--- config.mk ---
export PLATFORM = sky130hd
export DESIGN_NAME = seg7_time_display
export DESIGN_NICKNAME = d
export VERILOG_FILES = /design/src/rtl/seg7_pkg.sv /design/src/rtl/bin6_to_bcd.sv /design/src/rtl/seg7_time_display.sv
export SDC_FILE = /design/constraint.sdc
export NUM_CORES = 1
export LEC_CHECK = 0
export CORE_UTILIZATION = 45
export CTS_CLUSTER_DIAMETER = 60
export DETAILED_ROUTE_END_ITERATION = 10
export GPL_TIMING_DRIVEN = 0
export PLACE_DENSITY_LB_ADDON = 0.3
export SYNTH_ARGS = -nofsm -noshare
export SYNTH_HDL_FRONTEND = slang
export SYNTH_SLANG_ARGS = --single-unit
--- constraint.sdc ---
create_clock -name clk -period 2.92 [get_ports clk]
set_input_delay 0.292 -clock clk [delete_from_list [all_inputs] [get_ports clk]]
set_output_delay 0.292 -clock clk [all_outputs]
set_load 0.03 [all_outputs]
--- src/rtl/seg7_pkg.sv ---
// Shared types and glyph data for the MM.SS seven-segment display stage.
package seg7_pkg;

  typedef logic [1:0] digit_idx_t;

  typedef enum logic [1:0] {
    ST_IDLE     = 2'd0,
    ST_CONV_MIN = 2'd1,
    ST_CONV_SEC = 2'd2,
    ST_COMMIT   = 2'd3
  } state_t;

  // Active-low cathode patterns, bit order g..a.
  localparam logic [6:0] GLYPH_0     = 7'h40;
  localparam logic [6:0] GLYPH_1     = 7'h79;
  localparam logic [6:0] GLYPH_2     = 7'h24;
  localparam logic [6:0] GLYPH_3     = 7'h30;
  localparam logic [6:0] GLYPH_4     = 7'h19;
  localparam logic [6:0] GLYPH_5     = 7'h12;
  localparam logic [6:0] GLYPH_6     = 7'h02;
  localparam logic [6:0] GLYPH_7     = 7'h78;
  localparam logic [6:0] GLYPH_8     = 7'h00;
  localparam logic [6:0] GLYPH_9     = 7'h10;
  localparam logic [6:0] GLYPH_BLANK = 7'h7F;

  localparam logic [3:0] AN_OFF  = 4'hF;
  localparam logic [7:0] SEG_OFF = 8'hFF;

  // Map one BCD digit to its cathode pattern; non-decimal codes show blank.
  function automatic logic [6:0] bcd_to_seg(input logic [3:0] digit);
    logic [6:0] glyph;
    case (digit)
      4'd0:    glyph = GLYPH_0;
      4'd1:    glyph = GLYPH_1;
      4'd2:    glyph = GLYPH_2;
      4'd3:    glyph = GLYPH_3;
      4'd4:    glyph = GLYPH_4;
      4'd5:    glyph = GLYPH_5;
      4'd6:    glyph = GLYPH_6;
      4'd7:    glyph = GLYPH_7;
      4'd8:    glyph = GLYPH_8;
      4'd9:    glyph = GLYPH_9;
      default: glyph = GLYPH_BLANK;
    endcase
    return glyph;
  endfunction

endpackage

--- src/rtl/bin6_to_bcd.sv ---
// Sequential double-dabble converter: 6-bit binary to two BCD digits.
// The start edge already performs the first shift, so the result is final
// after six edges and done pulses for one cycle right after that.
module bin6_to_bcd (
  input  logic       clk,
  input  logic       reset,
  input  logic       start,
  input  logic [5:0] bin,
  output logic [7:0] bcd,
  output logic       done
);

  logic [4:0] shift_r;
  logic [2:0] cnt_r;
  logic [7:0] bcd_r;
  logic       done_r;

  // One add-3-then-shift step over both BCD nibbles.
  function automatic logic [7:0] dabble_step(input logic [7:0] acc, input logic bit_in);
    logic [7:0] adj;
    adj = acc;
    if (adj[3:0] >= 4'd5) adj[3:0] = adj[3:0] + 4'd3;
    else                  adj[3:0] = adj[3:0];
    if (adj[7:4] >= 4'd5) adj[7:4] = adj[7:4] + 4'd3;
    else                  adj[7:4] = adj[7:4];
    return {adj[6:0], bit_in};
  endfunction

  // Load-and-first-step on start, then five further steps, then flag done.
  always_ff @(posedge clk) begin
    if (reset) begin
      shift_r <= 5'd0;
      cnt_r   <= 3'd0;
      bcd_r   <= 8'd0;
      done_r  <= 1'b0;
    end else if (start) begin
      bcd_r   <= dabble_step(8'd0, bin[5]);
      shift_r <= bin[4:0];
      cnt_r   <= 3'd5;
      done_r  <= 1'b0;
    end else if (cnt_r != 3'd0) begin
      bcd_r   <= dabble_step(bcd_r, shift_r[4]);
      shift_r <= {shift_r[3:0], 1'b0};
      cnt_r   <= cnt_r - 3'd1;
      done_r  <= (cnt_r == 3'd1);
    end else begin
      done_r  <= 1'b0;
    end
  end

  assign bcd  = bcd_r;
  assign done = done_r;

endmodule

--- src/rtl/seg7_time_display.sv ---
// MM.SS display stage: captures min/sec on change, converts both to BCD with
// one shared converter, commits all four digits at once and scans them out.
// Optional feature macro: SEG7_BLINK_EN (blank the anodes periodically while
// done_in is high).
module seg7_time_display
  import seg7_pkg::*;
#(
  parameter int SCAN_DIV  = 100000,
  parameter int BLINK_DIV = 50000000
) (
  input  logic       clk,
  input  logic       reset,
  input  logic [5:0] min_in,
  input  logic [5:0] sec_in,
  input  logic       done_in,
  output logic [7:0] seg,
  output logic [3:0] an,
  output logic       busy
);

  localparam int SW = (SCAN_DIV > 2) ? $clog2(SCAN_DIV) : 1;
  localparam logic [SW-1:0] SCAN_MAX = SW'(SCAN_DIV - 1);

  state_t     state_r;
  logic [5:0] min_cap_r, sec_cap_r;
  logic [7:0] min_bcd_r;
  logic [15:0] dig_r;        // {min tens, min ones, sec tens, sec ones}
  logic       busy_r;
  logic       change_s;
  logic       conv_start_s;
  logic [5:0] conv_bin_s;
  logic [7:0] conv_bcd_s;
  logic       conv_done_s;
  logic [SW-1:0] presc_r;
  digit_idx_t idx_r;
  logic [3:0] scan_digit_s;
  logic [3:0] scan_an_s;
  logic       scan_dp_s;
  logic       blank_s;
  logic [7:0] seg_r;
  logic [3:0] an_r;

  assign change_s = ({min_in, sec_in} != {min_cap_r, sec_cap_r});

  // Kick the converter: minutes straight from the inputs on the capture edge,
  // seconds from the captured value the moment minutes finish.
  always_comb begin
    conv_start_s = 1'b0;
    conv_bin_s   = min_in;
    case (state_r)
      ST_IDLE: begin
        conv_start_s = change_s;
        conv_bin_s   = min_in;
      end
      ST_CONV_MIN: begin
        conv_start_s = conv_done_s;
        conv_bin_s   = sec_cap_r;
      end
      default: begin
        conv_start_s = 1'b0;
        conv_bin_s   = sec_cap_r;
      end
    endcase
  end

  bin6_to_bcd u_conv (
    .clk   (clk),
    .reset (reset),
    .start (conv_start_s),
    .bin   (conv_bin_s),
    .bcd   (conv_bcd_s),
    .done  (conv_done_s)
  );

  // Capture/convert/commit sequencer; digits change only in COMMIT.
  always_ff @(posedge clk) begin
    if (reset) begin
      state_r   <= ST_IDLE;
      min_cap_r <= 6'd0;
      sec_cap_r <= 6'd0;
      min_bcd_r <= 8'd0;
      dig_r     <= 16'd0;
      busy_r    <= 1'b0;
    end else begin
      case (state_r)
        ST_IDLE: begin
          if (change_s) begin
            min_cap_r <= min_in;
            sec_cap_r <= sec_in;
            busy_r    <= 1'b1;
            state_r   <= ST_CONV_MIN;
          end else begin
            busy_r    <= 1'b0;
          end
        end
        ST_CONV_MIN: begin
          if (conv_done_s) begin
            min_bcd_r <= conv_bcd_s;
            state_r   <= ST_CONV_SEC;
          end
        end
        ST_CONV_SEC: begin
          if (conv_done_s) state_r <= ST_COMMIT;
        end
        ST_COMMIT: begin
          dig_r   <= {min_bcd_r, conv_bcd_s};
          busy_r  <= 1'b0;
          state_r <= ST_IDLE;
        end
        default: begin
          busy_r  <= 1'b0;
          state_r <= ST_IDLE;
        end
      endcase
    end
  end

  // Digit-slot prescaler and scan index.
  always_ff @(posedge clk) begin
    if (reset) begin
      presc_r <= '0;
      idx_r   <= 2'd0;
    end else if (presc_r == SCAN_MAX) begin
      presc_r <= '0;
      idx_r   <= idx_r + 2'd1;
    end else begin
      presc_r <= presc_r + SW'(1);
    end
  end

  // Select the digit, anode and decimal point for the current slot.
  always_comb begin
    scan_digit_s = dig_r[3:0];
    case (idx_r)
      2'd0:    scan_digit_s = dig_r[3:0];
      2'd1:    scan_digit_s = dig_r[7:4];
      2'd2:    scan_digit_s = dig_r[11:8];
      2'd3:    scan_digit_s = dig_r[15:12];
      default: scan_digit_s = 4'd0;
    endcase
    scan_an_s = ~(4'b0001 << idx_r);
    if (idx_r == 2'd2) scan_dp_s = 1'b0;
    else               scan_dp_s = 1'b1;
  end

`ifdef SEG7_BLINK_EN
  localparam int BW = (BLINK_DIV > 2) ? $clog2(BLINK_DIV) : 1;
  localparam logic [BW-1:0] BLINK_MAX = BW'(BLINK_DIV - 1);

  logic [BW-1:0] blink_cnt_r;
  logic          blink_off_r;

  // Blink phase: toggles every BLINK_DIV cycles while done_in is held.
  always_ff @(posedge clk) begin
    if (reset || !done_in) begin
      blink_cnt_r <= '0;
      blink_off_r <= 1'b0;
    end else if (blink_cnt_r == BLINK_MAX) begin
      blink_cnt_r <= '0;
      blink_off_r <= ~blink_off_r;
    end else begin
      blink_cnt_r <= blink_cnt_r + BW'(1);
    end
  end

  assign blank_s = blink_off_r;
`else
  localparam int blink_div_unused = BLINK_DIV;
  logic done_in_unused_s;
  assign done_in_unused_s = done_in;
  assign blank_s = 1'b0;
`endif

  // Registered drive of cathodes and anodes.
  always_ff @(posedge clk) begin
    if (reset) begin
      seg_r <= SEG_OFF;
      an_r  <= AN_OFF;
    end else begin
      seg_r <= {scan_dp_s, bcd_to_seg(scan_digit_s)};
      an_r  <= blank_s ? AN_OFF : scan_an_s;
    end
  end

  assign seg  = seg_r;
  assign an   = an_r;
  assign busy = busy_r;

endmodule

=== Word level (Yosys, flattened, before mapping) ===
Memory sizes are Yosys's and may differ from the RTL's. A register that Yosys moved wholly into a read port is not among the register bits.
Cells that the tools add are included.

* Shift operators: 1
* Bitwise gates (word level): 2
* $add $sub $neg: 5
* Reductions and logical operators: 11
* Equality and inequality tests: 12
* Order comparisons: 2
* Mux-type cells: 18

{| class="wikitable"
|+ Operator list
! operator !! count
|-
| $add A17 B1 Y17 const B || 1
|-
| $eq A17 B17 Y1 const B || 1
|-
| $pmux W4 S4 || 1
|-
| $ne A12 B12 Y1 || 1
|-
| $mux W5 || 2
|-
| $mux W3 || 3
|-
| $eq A2 B2 Y1 const B || 4
|-
| $ge A4 B3 Y1 const B || 2
|-
| $pmux W2 S4 || 1
|-
| $mux W2 || 3
|-
| $mux W6 || 1
|-
| $add A4 B2 Y4 const B || 1
|-
| $eq A2 B1 Y1 const B || 2
|-
| $logic_not A2 Y1 || 2
|-
| $mux W1 || 4
|-
| $mux W4 || 1
|-
| $ne A2 B1 Y1 const B || 2
|-
| $not A4 Y4 || 1
|-
| $pmux W1 S2 || 2
|-
| $reduce_and A2 Y1 || 2
|-
| $reduce_bool A2 Y1 || 2
|-
| $reduce_or A2 Y1 || 2
|-
| $shl A1 B2 Y4 const A || 1
|-
| $add A3 B2 Y3 const B || 1
|-
| 8 further kinds || 8
|}

* Memories kept: 1
* Bits of input ports: 15
* Output and inout port bits: 13
* Flip-flop bits (word level): 87
* ROM bits: 112

{| class="wikitable"
|+ Memory list
! name !! depth !! width !! read ports !! clocked after memory_dff !! write ports !! line !! text
|-
| (no name shown) || 16 || 7 || 1 || 1 || 0 || seg7_pkg.sv:32 || <nowiki>case (digit)</nowiki>
|}

=== Longest topological paths before layout ===
Gate-level depths: netlist of the first run.

* Depth in word-level cells: 3
* Depth in mapped cells: 9
* Mapped depth without buffers: 9

=== Modules after synthesis ===
Synthesis of the first run repeated with hierarchy kept, for this count alone.

* Cells, all modules: 448
* Area, all modules: 3946.3 µm²

{| class="wikitable"
|+ By module, submodules not included
! module !! seq. area each (µm²) !! area each (µm²) !! cells an instance !! instances
|-
| seg7_time_display || 1381.3 || 3071.7 || 337 || 1
|-
| bin6_to_bcd || 340.3 || 874.6 || 111 || 1
|}

=== Worst setup path before layout of the first run ===
OpenSTA, ideal clock, no wires.

* Path kind: register to register
* From: register idx_r[0]
* To: register seg_r[0], in the netlist seg[0]
* Setup slack: 0.898 ns
* Arrival time: 1.903 ns
* Period minus slack after synthesis: 2.022 ns
* Required time: 2.800 ns
* Setup time: 0.120 ns
* Stages on the path, launching flop included: 8
* Cell sequence: dfxtp_1 > inv_1 > ha_1 > a222oi_1 > mux2_4 > nand2_4 > mux2_4 > a211o_1

* Longest elaborated chain between the ends: 2
* Elaborated cells on any way between the ends: 5
* Classes of those cells: 3 x eq/ne; 1 x mux; 1 x reduce/logical

{| class="wikitable"
|+ RTL lines
! element !! line !! text
|-
| start: declaration || seg7_time_display.sv:35 || <nowiki>digit_idx_t idx_r;</nowiki>
|-
| start signal: assignment || seg7_time_display.sv:125 || <nowiki>idx_r <= idx_r + 2'd1;</nowiki>
|-
| $eq A2 B2 Y1 (tied with other cells) || seg7_time_display.sv:134 || <nowiki>case (idx_r)</nowiki>
|-
| $pmux W4 S4 * || seg7_time_display.sv:134 ||
|-
| end: declaration || seg7_time_display.sv:40 || <nowiki>logic [7:0] seg_r;</nowiki>
|}

Mark *: on every way between the ends. The rest lies on a longest branch, timed or not.
A chain may end at the register's enable or synchronous reset.

=== Final worst setup path of the first run ===
* From: register idx_r[0]
* To: register seg_r[2], in the netlist seg[2]

Same word-level chain as after synthesis.

==> results of run 1 <==
==> layer usage <==
| metal | vias up | track usage [%] | wire length, um |
|---|---|---|---|
| li1 | 1517 | - | - |
| met1 | 1430 | 22.43 | 3465 |
| met2 | 56 | 33.33 | 3818 |
| met3 | 9 | 3.870 | 301 |
| met4 | 0 | 6.592 | 68 |
| met5 | - | 0 | 0 |
==> final cells by class <==
type | instances | area [um2]
fillers | 789 | 3796
multi-input cells | 305 | 2073
flip-flops and latches | 86 | 1722
repair buffers | 26 | 260.3
clock buffers | 11 | 141.4
well taps | 105 | 131.4
plain buffers | 20 | 91.34
inverters | 18 | 67.56
clock inverters | 5 | 57.56
==> placed cells by master (no fill, tap or decap), drive strengths merged, types with 3 or more instances in the layout <==
| cell | Yosys | final |
|---|---|---|
| o21ai | 9 | 9 |
| dfxtp | 86 | 86 |
| nand2b | 13 | 13 |
| a21oi | 26 | 26 |
| buf | 8 | 8 |
| clkbuf | 12 | 23 |
| mux2 | 4 | 4 |
| nor4 | 4 | 4 |
| clkinv | 0 | 3 |
| nand3 | 10 | 10 |
| clkdlybuf4s50 | 0 | 26 |
| ha | 20 | 20 |
| mux2i | 46 | 46 |
| nand4 | 5 | 5 |
| nor3 | 13 | 13 |
| nor2 | 68 | 68 |
| xor2 | 7 | 7 |
| xnor2 | 25 | 25 |
| a222oi | 4 | 4 |
| inv | 18 | 19 |
| and3 | 3 | 3 |
| nand2 | 29 | 29 |
==> registers in the layout (all words and copies together), names as in the netlist <==
signal,cells
an,4
busy,1
dig_r,16
idx_r,2
min_bcd_r,8
min_cap_r,6
presc_r,17
sec_cap_r,6
seg,7
state_r,2
u_conv.bcd,8
u_conv.cnt_r,3
u_conv.done,1
u_conv.shift_r,5
==> metrics by stage <==
step           cell area [um2]  utilization (%)  hold slack (ns)  std cells
6_report                  4544            54.49           0.4579        576
5_1_grt                   4544            54.49           0.4853        576
4_1_cts                   4544            54.49           0.4584        576
3_5_place_dp              4345            52.10           0.4483        560
3_3_place_gp              4345            52.10           0.4431        560
2_1_floorplan             3954                -           0.4298        429
==> worst max-delay path: stages, from the launching register on <==
cell	delay, ns
dfxtp_1	0.40
inv_1	0.10
ha_1	0.27
a222oi_1	0.40
mux2_4	0.27
inv_1	0.07
ha_1	0.21
a221o_2	0.36
==> worst max path at each step <==
stage / from / end / slack, ns
after floorplan: idx_r[0] / seg[0] / 0.90
after global placement: min_in[0] / u_conv.cnt_r[0] / 0.62
after detailed placement: min_in[0] / u_conv.shift_r[2] / 0.60
after CTS: idx_r[0] / seg[0] / 0.72
after global routing: idx_r[0] / seg[4] / 0.56
final: idx_r[0] / seg[2] / 0.73
==> where the power goes <==
part	total (mW)	internal (mW)	switching, mW
Clock	0.838	0.421	0.417
Combinational	0.925	0.419	0.505
Sequential	1.40	1.30	0.101
Total	3.16	2.14	1.02
==> cells by family after synthesis <==
group,count (synthesis),synth area share (%)
adder cells (fa/ha/maj),20,6.329
XOR/XNOR,32,7.089
multiplexers,50,13.07
buffers and inverters,38,4.019
flip-flops,86,43.54
AO/OA/AOI/OAI,51,8.228
AND/OR/NAND/NOR,152,17.72
==> run metrics, run 1 <==
# diodes=0; final net count=501; r2r setup slk=0.73 ns; fin. max-slew vios=0; Reg2Reg Depth=7; largest net degree at the start of global routing=15; Mapped Nets=464; Final TNS setup=0 ns; Max clock buf depth=2; top post-synthesis cells by count=dfxtp_1 (86), nor2_1 (68), mux2i_1 (46); max-cap violations=0; initial antenna violation count=0; clock slew at reported path FFs=0.08 ns; Worst-Margin Slew=0.6058 ns; synthesized area=0.003954 mm2; GRT overflow=0; vias in the first global route=2874; crit path capture type=flop; Die X=95.74 um; Final period util=74.85%; Die Ht=95.74 um; count leader, synth=dfxtp_1; Tmin final=2.186 ns; Worst Clk Skew=0.01046 ns; CTS tree=built; FF-to-FF Start=idx_r[0]; Worst Path Required=3.16 ns; drt drc=0; status=finished, final reports clean; Via density=5.229; cts bufs inserted=9; Rel. slew slack=58.45%; Syn. warnings=0; FMAX=0.4575 GHz; Core ar.=0.008341 mm2; ys async rst share=0%; Yosys reg bits=86; cts repair resizes=0; Fin. Hold Viols=0; All-Layer GR Usage=18.79%; Synth Instances=429; Hold EP=min_bcd_r[4]; I/O pins=28; first-pass GRT wire length=13.17 mm; Seq/Total Area, Yosys=43.54%; DRT Pass-1 Iters=4; postcts setup bufs=0; via count=3012; full die area=0.009165 mm2; clk root buf=clkbuf_8; layout cells sized above 1=7.006%; RSZ-0062 raised after global routing=no; total power=3.161 mW; Yosys top cell by area=dfxtp_1; number of enable flip-flop cells after synthesis=0; HP Start=min_bcd_r[4]; 1st-iter DRT viols=108; Critical Path AT=2.42 ns; worst-skew pair later-pin latency=0.35 ns; IO Port Bufs=26; detailed-placement wirelength estimate=5.624 mm; antenna-violating nets left=0; Starting Density=47.40%; Wirelength per Cell=13.29 um; top post-synthesis cells by area=dfxtp_1 (44%), mux2i_1 (12%), nor2_1 (6.5%); Netlist cell types=41; ys flop type=dfxtp_1; Routed WL=7.654 mm; Crit Reg-Reg Endpoint=seg[2]; clk sink count=86; share of the synthesized area in the top cell type=43.54%; pre-CTS setup slack=0.6014 ns; Rows=33; Finish-stage setup viols=0; worst hold path depth=2; crit start category=flop; CTS H-Tree Depth=3; final setup margin=0.7344 ns; Syn Area/Cell=9.216 um2; pwr dens=695.5 mW/mm2; Worst Path Max Fanout=5; maximum VDD drop=0.4320 mV; cts hold-fix bufs=0; LEAKAGE=1.769 nW; worst min-delay path category=flop to flop; Crit Path Class=flop to flop; gpl congestion=0.8223; P&R area growth vs syn=14.94%
Note: power is estimated with default switching activity, not from simulation.
==> run 2, diff against run 1 <==
==> constraint.sdc (replaced) <==
create_clock -name clk -period 2.06 [get_ports clk]
set_input_delay 0.206 -clock clk [delete_from_list [all_inputs] [get_ports clk]]
set_output_delay 0.206 -clock clk [all_outputs]
set_load 0.03 [all_outputs]
==> run 2 against run 1 <==
Clock skew is essentially flat. Setup slack lost 0.70 ns. Total power is 42% higher. Routed wire length rose by 2.5%. Critical path depth is the same. Flip-flop and latch count stayed put. Critical endpoint is now seg[0].
==> run metrics, run 2 (synthesis results as in run 1) <==
Non-Filler Instances=584 (+1.4%); # diodes=0 (unchanged); via count=3065 (+1.8%); CTS H-Tree Depth=3 (unchanged); Critical Path AT=2.28 ns (-0.14 ns); detailed-placement wirelength estimate=5.624 mm (unchanged); Switching Fraction=32.38% (about the same); pre-CTS setup slack=-0.1726 ns (-0.7740 ns); Reg2Reg Depth=7 (unchanged); cts bufs inserted=9 (unchanged); clock network power share=26.5% (about the same); Crit Path Class=flop to flop; FMAX=0.4929 GHz (+7.7%); Max clock buf depth=2 (unchanged); Starting Density=47.40% (unchanged); DRT Pass-1 Iters=6 (+2); Largest register FFs=17 (unchanged); clk root buf=clkbuf_8; Wirelength per Cell=13.43 um (+1.1%); crit path capture type=flop; switching pwr=1.452 mW (+42%); drt drc=0 (unchanged); GRT overflow=0 (unchanged); I/O pins=28 (unchanged); final setup margin=0.03139 ns (-0.7030 ns); CTS tree=built; Tmin final=2.029 ns (-0.1570 ns); status=finished, final reports clean; largest net degree at the start of global routing=15 (unchanged); Via density=5.248 (+0.37%); clock slew at reported path FFs=0.09 ns (about the same); Int Pwr=3.031 mW (+42%); pwr dens=962.5 mW/mm2 (+38%); worst hold path depth=2 (unchanged); Die X=95.74 um (unchanged); Worst-Margin Slew=0.6079 ns (+0.002073 ns); antenna-violating nets left=0 (unchanged); final net count=509 (+1.6%); Final TNS setup=0 ns (unchanged); IO Port Bufs=26 (unchanged); Worst Path Required=2.31 ns (-0.85 ns); vias in the first global route=2883 (+0.31%); layout cells sized above 1=10.65% (+3.6 points); Design Area, Final=0.004657 mm2 (+2.5%); Finish-stage setup viols=0 (unchanged); Die Ht=95.74 um (unchanged); Rows=33 (unchanged); first-pass GRT wire length=13.19 mm (+0.15%); worst-skew pair later-pin latency=0.35 ns (about the same); gpl congestion=0.8223 (unchanged); Worst Clk Skew=0.01075 ns (+0.0002898 ns); initial antenna violation count=0 (unchanged); 1st-iter DRT viols=142 (+31%); Routed WL=7.845 mm (+2.5%); commonest non-fill, non-tap cell in the layout=dfxtp_1; Worst Path Max Fanout=5 (unchanged); combinational share of power=29.4% (about the same); P&R area growth vs syn=17.78%; placed cells=560 (unchanged); LEAKAGE=1.807 nW (+2.2%); Most flops, register=presc_r; Rel. slew slack=59.10% (+0.64 points); Reg power frac=44.2% (about the same); full die area=0.009165 mm2 (unchanged); worst min-delay path category=flop to flop; placed cell areas=0.004345 mm2 (unchanged); Final period util=98.48% (+24 points); fin. max-slew vios=0 (unchanged); # fillers=774 (-1.9%); crit start category=flop; maximum VDD drop=0.6122 mV (+42%); max-cap violations=0 (unchanged); All-Layer GR Usage=18.82% (+0.034 points); Core Util, Final=55.84% (+1.4 points); clk sink count=86 (unchanged); Fin. Hold Viols=0 (unchanged); commonest non-fill, non-tap cells in the layout=dfxtp_1 (84), nor2_1 (68), mux2i_1 (45); Core ar.=0.008341 mm2 (unchanged); Largest regs=presc_r (17), dig_r (16)
[run 2: cell types whose count changed in the layout (fill, tap and decap cells not counted), moves of 2 or more]
cell	before	now
buf_4	3	11
dfxtp_4	0	2
ha_2	0	2
clkbuf_2	0	2
ha_1	20	16
dfxtp_1	86	84
ha_4	0	2
[run 2: worst max-delay path: stages (launching register included)]
cell and delay [ns]:
dfxtp_4 0.37, inv_2 0.06, ha_4 0.17, a222oi_1 0.42, mux2_4 0.26, nand2_4 0.07
mux2_4 0.30, a211o_1 0.27
[run 2: metal layers]
| metal | routed length [um] | GRT usage, % | vias up |
|---|---|---|---|
| li1 | - | - | 1533 |
| met1 | 3490 | 22.38 | 1466 |
| met2 | 3976 | 33.51 | 59 |
| met3 | 308 | 3.870 | 7 |
| met4 | 68 | 6.592 | 0 |
| met5 | 0 | 0 | - |
[run 2: through the flow]
step                total power [mW]  hold WS, ns
floorplan                      3.024       0.3499
global placement               3.303       0.4431
detailed placement             3.337       0.4483
CTS                            4.540       0.4584
global route                   4.769       0.4853
finish                         4.482       0.4578
[run 2: path summary, 6_finish.rpt]
path                 from            to  slack [ns]
max reg2reg      idx_r[0]        seg[0]        0.03
max              idx_r[0]        seg[0]        0.03
min          min_bcd_r[4]  min_bcd_r[4]        0.46
min reg2reg  min_bcd_r[4]  min_bcd_r[4]        0.46
[run 2: final cells by class]
class	instances	area, um2	area share [%]
Buffer	20	93.84	2.015
Clock inverter	5	57.56	1.236
Sequential cell	86	1729	37.13
Clock buffer	11	141.4	3.036
Inverter	18	67.56	1.451
Timing Repair Buffer	34	320.3	6.878
Tap cell	105	131.4	2.821
Multi-Input combinational cell	305	2116	45.43
[run 2: power groups by stage]
| stage | clock (mW) | combinational (mW) | sequential [mW] |
|---|---|---|---|
| 3_3_place_gp | 0 | 1.29 | 2.02 |
| 5_1_grt | 1.29 | 1.47 | 2.01 |
| 2_1_floorplan | 0 | 1.01 | 2.02 |
| 6_report | 1.19 | 1.32 | 1.98 |
| 3_5_place_dp | 0 | 1.31 | 2.02 |
| 4_1_cts | 1.23 | 1.32 | 1.98 |
[run 2: repair_timing]
item | 4_1_cts | 5_1_grt
hold buffers | 0 | 0
endpoints found under the hold margin | 0 | 0
resized for setup | 3 | 13
setup endpoints to repair | 4 | 14
buffers inserted | 2 | 6
pin swaps | 1 | 2
==> run 3, diff against run 2 <==
--- a/config.mk
+++ b/config.mk
@@ -9,7 +9,9 @@
 export CTS_CLUSTER_DIAMETER = 60
 export DETAILED_ROUTE_END_ITERATION = 10
 export GPL_TIMING_DRIVEN = 0
+export MAX_ROUTING_LAYER = met4
 export PLACE_DENSITY_LB_ADDON = 0.3
 export SYNTH_ARGS = -nofsm -noshare
 export SYNTH_HDL_FRONTEND = slang
 export SYNTH_SLANG_ARGS = --single-unit
+export TNS_END_PERCENT = 1
==> run 3 against run 2 <==
Hold slack lost 0.0019 ns. Non-clock buffer count shrank 5. Total power is essentially flat. Flip-flop and latch count is the same. Fmax is essentially flat. Combinational power is essentially flat. Largest power group unchanged. Clock skew is essentially flat. Setup slack gained 0.0016 ns. Via count shrank 1.8%. Register-to-register slack is essentially flat. Sequential power is essentially flat. Sequential share of layout area grew 0.39 points.
==> run metrics, run 3 (synthesis results as in run 1) <==
status=finished, final reports clean; Wirelength per Cell=13.31 um (-0.90%); max-cap violations=0 (unchanged); drt drc=0 (unchanged); Finish-stage setup viols=0 (unchanged); Switching Fraction=32.43% (+0.050 points); GRT overflow=0 (unchanged); Design Area, Final=0.004608 mm2 (-1.0%); largest net degree at the start of global routing=15 (unchanged); pre-CTS setup slack=-0.1726 ns (unchanged); CTS H-Tree Depth=3 (unchanged); Crit Path Class=flop to flop; r2r setup slk=0.03 ns (about the same); commonest non-fill, non-tap cell in the layout=dfxtp_1; gpl congestion=0.8346 (+1.5%); clk sink count=86 (unchanged); P&R area growth vs syn=16.55%; final setup margin=0.03302 ns (+0.001627 ns); Core ar.=0.008341 mm2 (unchanged); detailed-placement wirelength estimate=5.624 mm (unchanged); Via density=5.200 (-0.91%); maximum VDD drop=0.6100 mV (-0.36%); Max clock buf depth=2 (unchanged); I/O pins=28 (unchanged); Reg power frac=44.2% (about the same); first-pass GRT wire length=13.19 mm (unchanged); worst-skew pair later-pin latency=0.36 ns (about the same); Worst Path Required=2.31 ns (about the same); Worst Clk Skew=0.01034 ns (-0.0004085 ns); initial antenna violation count=0 (unchanged); worst min-delay path category=flop to flop; vias in the first global route=2888 (+0.17%); 1st-iter DRT viols=94 (-34%); FMAX=0.4933 GHz (about the same); most used cell along the critical path=mux2_4; Int Pwr=3.028 mW (about the same); Rel. slew slack=59.11% (about the same); via count=3011 (-1.8%); Cell Chain, Critical Path=inv_2, ha_4, a222oi_1, mux2_4, nand2_4, mux2_4, a211o_1; Final period util=98.40% (about the same); Crit path max-delay family=compound AO/OA/AOI/OAI gates; combinational share of power=29.3% (about the same); Slowest-stage cell, CP=a222oi_1; Rows=33 (unchanged); clock network power share=26.5% (about the same); Worst-Margin Slew=0.6077 ns (-0.0002083 ns); commonest non-fill, non-tap cells in the layout=dfxtp_1 (84), nor2_1 (68), mux2i_1 (45); Largest regs=presc_r (17), dig_r (16); final net count=504 (-0.98%); placed cells=560 (unchanged); All-Layer GR Usage=19.47% (+0.65 points); pwr dens=972.6 mW/mm2 (+1.0%); crit path capture type=flop; LEAKAGE=1.778 nW (-1.6%); Most flops, register=presc_r; fin. max-slew vios=0 (unchanged); switching pwr=1.454 mW (+0.14%); cts hold-fix bufs=0 (unchanged); Non-Filler Instances=579 (-0.86%); antenna-violating nets left=0 (unchanged); placed cell areas=0.004345 mm2 (unchanged); Fin. Hold Viols=0 (unchanged); IO Port Bufs=26 (unchanged); Worst Path Max Fanout=5 (unchanged); full die area=0.009165 mm2 (unchanged); crit-path max cell delay=0.42 ns (about the same); clock slew at reported path FFs=0.09 ns (about the same); Largest register FFs=17 (unchanged); CP bufs+invs=1 (unchanged); Routed WL=7.708 mm (-1.7%); Critical Path AT=2.28 ns (about the same); RSZ-0062 raised after global routing=yes; Starting Density=47.40% (unchanged); layout cells sized above 1=9.494% (-1.2 points); cts bufs inserted=9 (unchanged); crit start category=flop; clk root buf=clkbuf_8; Tmin final=2.027 ns (-0.001627 ns); # diodes=0 (unchanged); CTS tree=built; Die Ht=95.74 um (unchanged); DRT Pass-1 Iters=5 (-1); Die X=95.74 um (unchanged)
## run 3: final timing paths
kind         depth (start not counted)            to    startpoint
min                                  2  min_bcd_r[4]  min_bcd_r[4]
max reg2reg                          7        seg[0]      idx_r[0]
min reg2reg                          2  min_bcd_r[4]  min_bcd_r[4]
max                                  7        seg[0]      idx_r[0]
## run 3: timing repair
action	4_1_cts	5_1_grt
resized for setup	3	10
setup buffers	2	1
pin swaps	1	1
setup endpoints to repair	4	14
cloned	0	0
endpoints found under the hold margin	0	0
## run 3: through the flow
step	util, %	hold slack, ns	setup TNS [ns]	power (mW)
6_report	55.25	0.4559	0	4.482
4_1_cts	54.76	0.4584	0	4.540
3_5_place_dp	52.10	0.4483	-3.172	3.337
5_1_grt	55.25	0.4854	-0.1023	4.771
2_1_floorplan	-	0.3499	0	3.024
3_3_place_gp	52.10	0.4431	-2.581	3.303
## run 3: final cells by class
class                           instances  area, um2
Fill cell                             782       3732
Multi-Input combinational cell        305       2106
Sequential cell                        86       1729
Timing Repair Buffer                   29      282.8
Clock buffer                           11      141.4
Tap cell                              105      131.4
Buffer                                 20      92.59
Inverter                               18      67.56
Clock inverter                          5      57.56
## run 3: tightest hold or removal path, delay by kind of cell (launching register included)
family          cells  cell delay, ns
simple gates        1            0.05
compound gates      1            0.05
flops               1            0.31
## run 3: power groups by stage
stage | Sequential (mW) | Clock (mW) | Combinational (mW)
2_1_floorplan | 2.02 | 0 | 1.01
5_1_grt | 2.01 | 1.30 | 1.47
3_5_place_dp | 2.02 | 0 | 1.31
4_1_cts | 1.98 | 1.23 | 1.32
3_3_place_gp | 2.02 | 0 | 1.29
6_report | 1.98 | 1.19 | 1.31
## run 3: metal layers
metal / global-route usage (%) / up-vias / share of wire [%]
li1: - / 1524 / -
met1: 22.48 / 1428 / 45
met2: 33.45 / 52 / 50
met3: 4.739 / 7 / 3.4
met4: 5.846 / 0 / 1.1
met5: - / - / 0
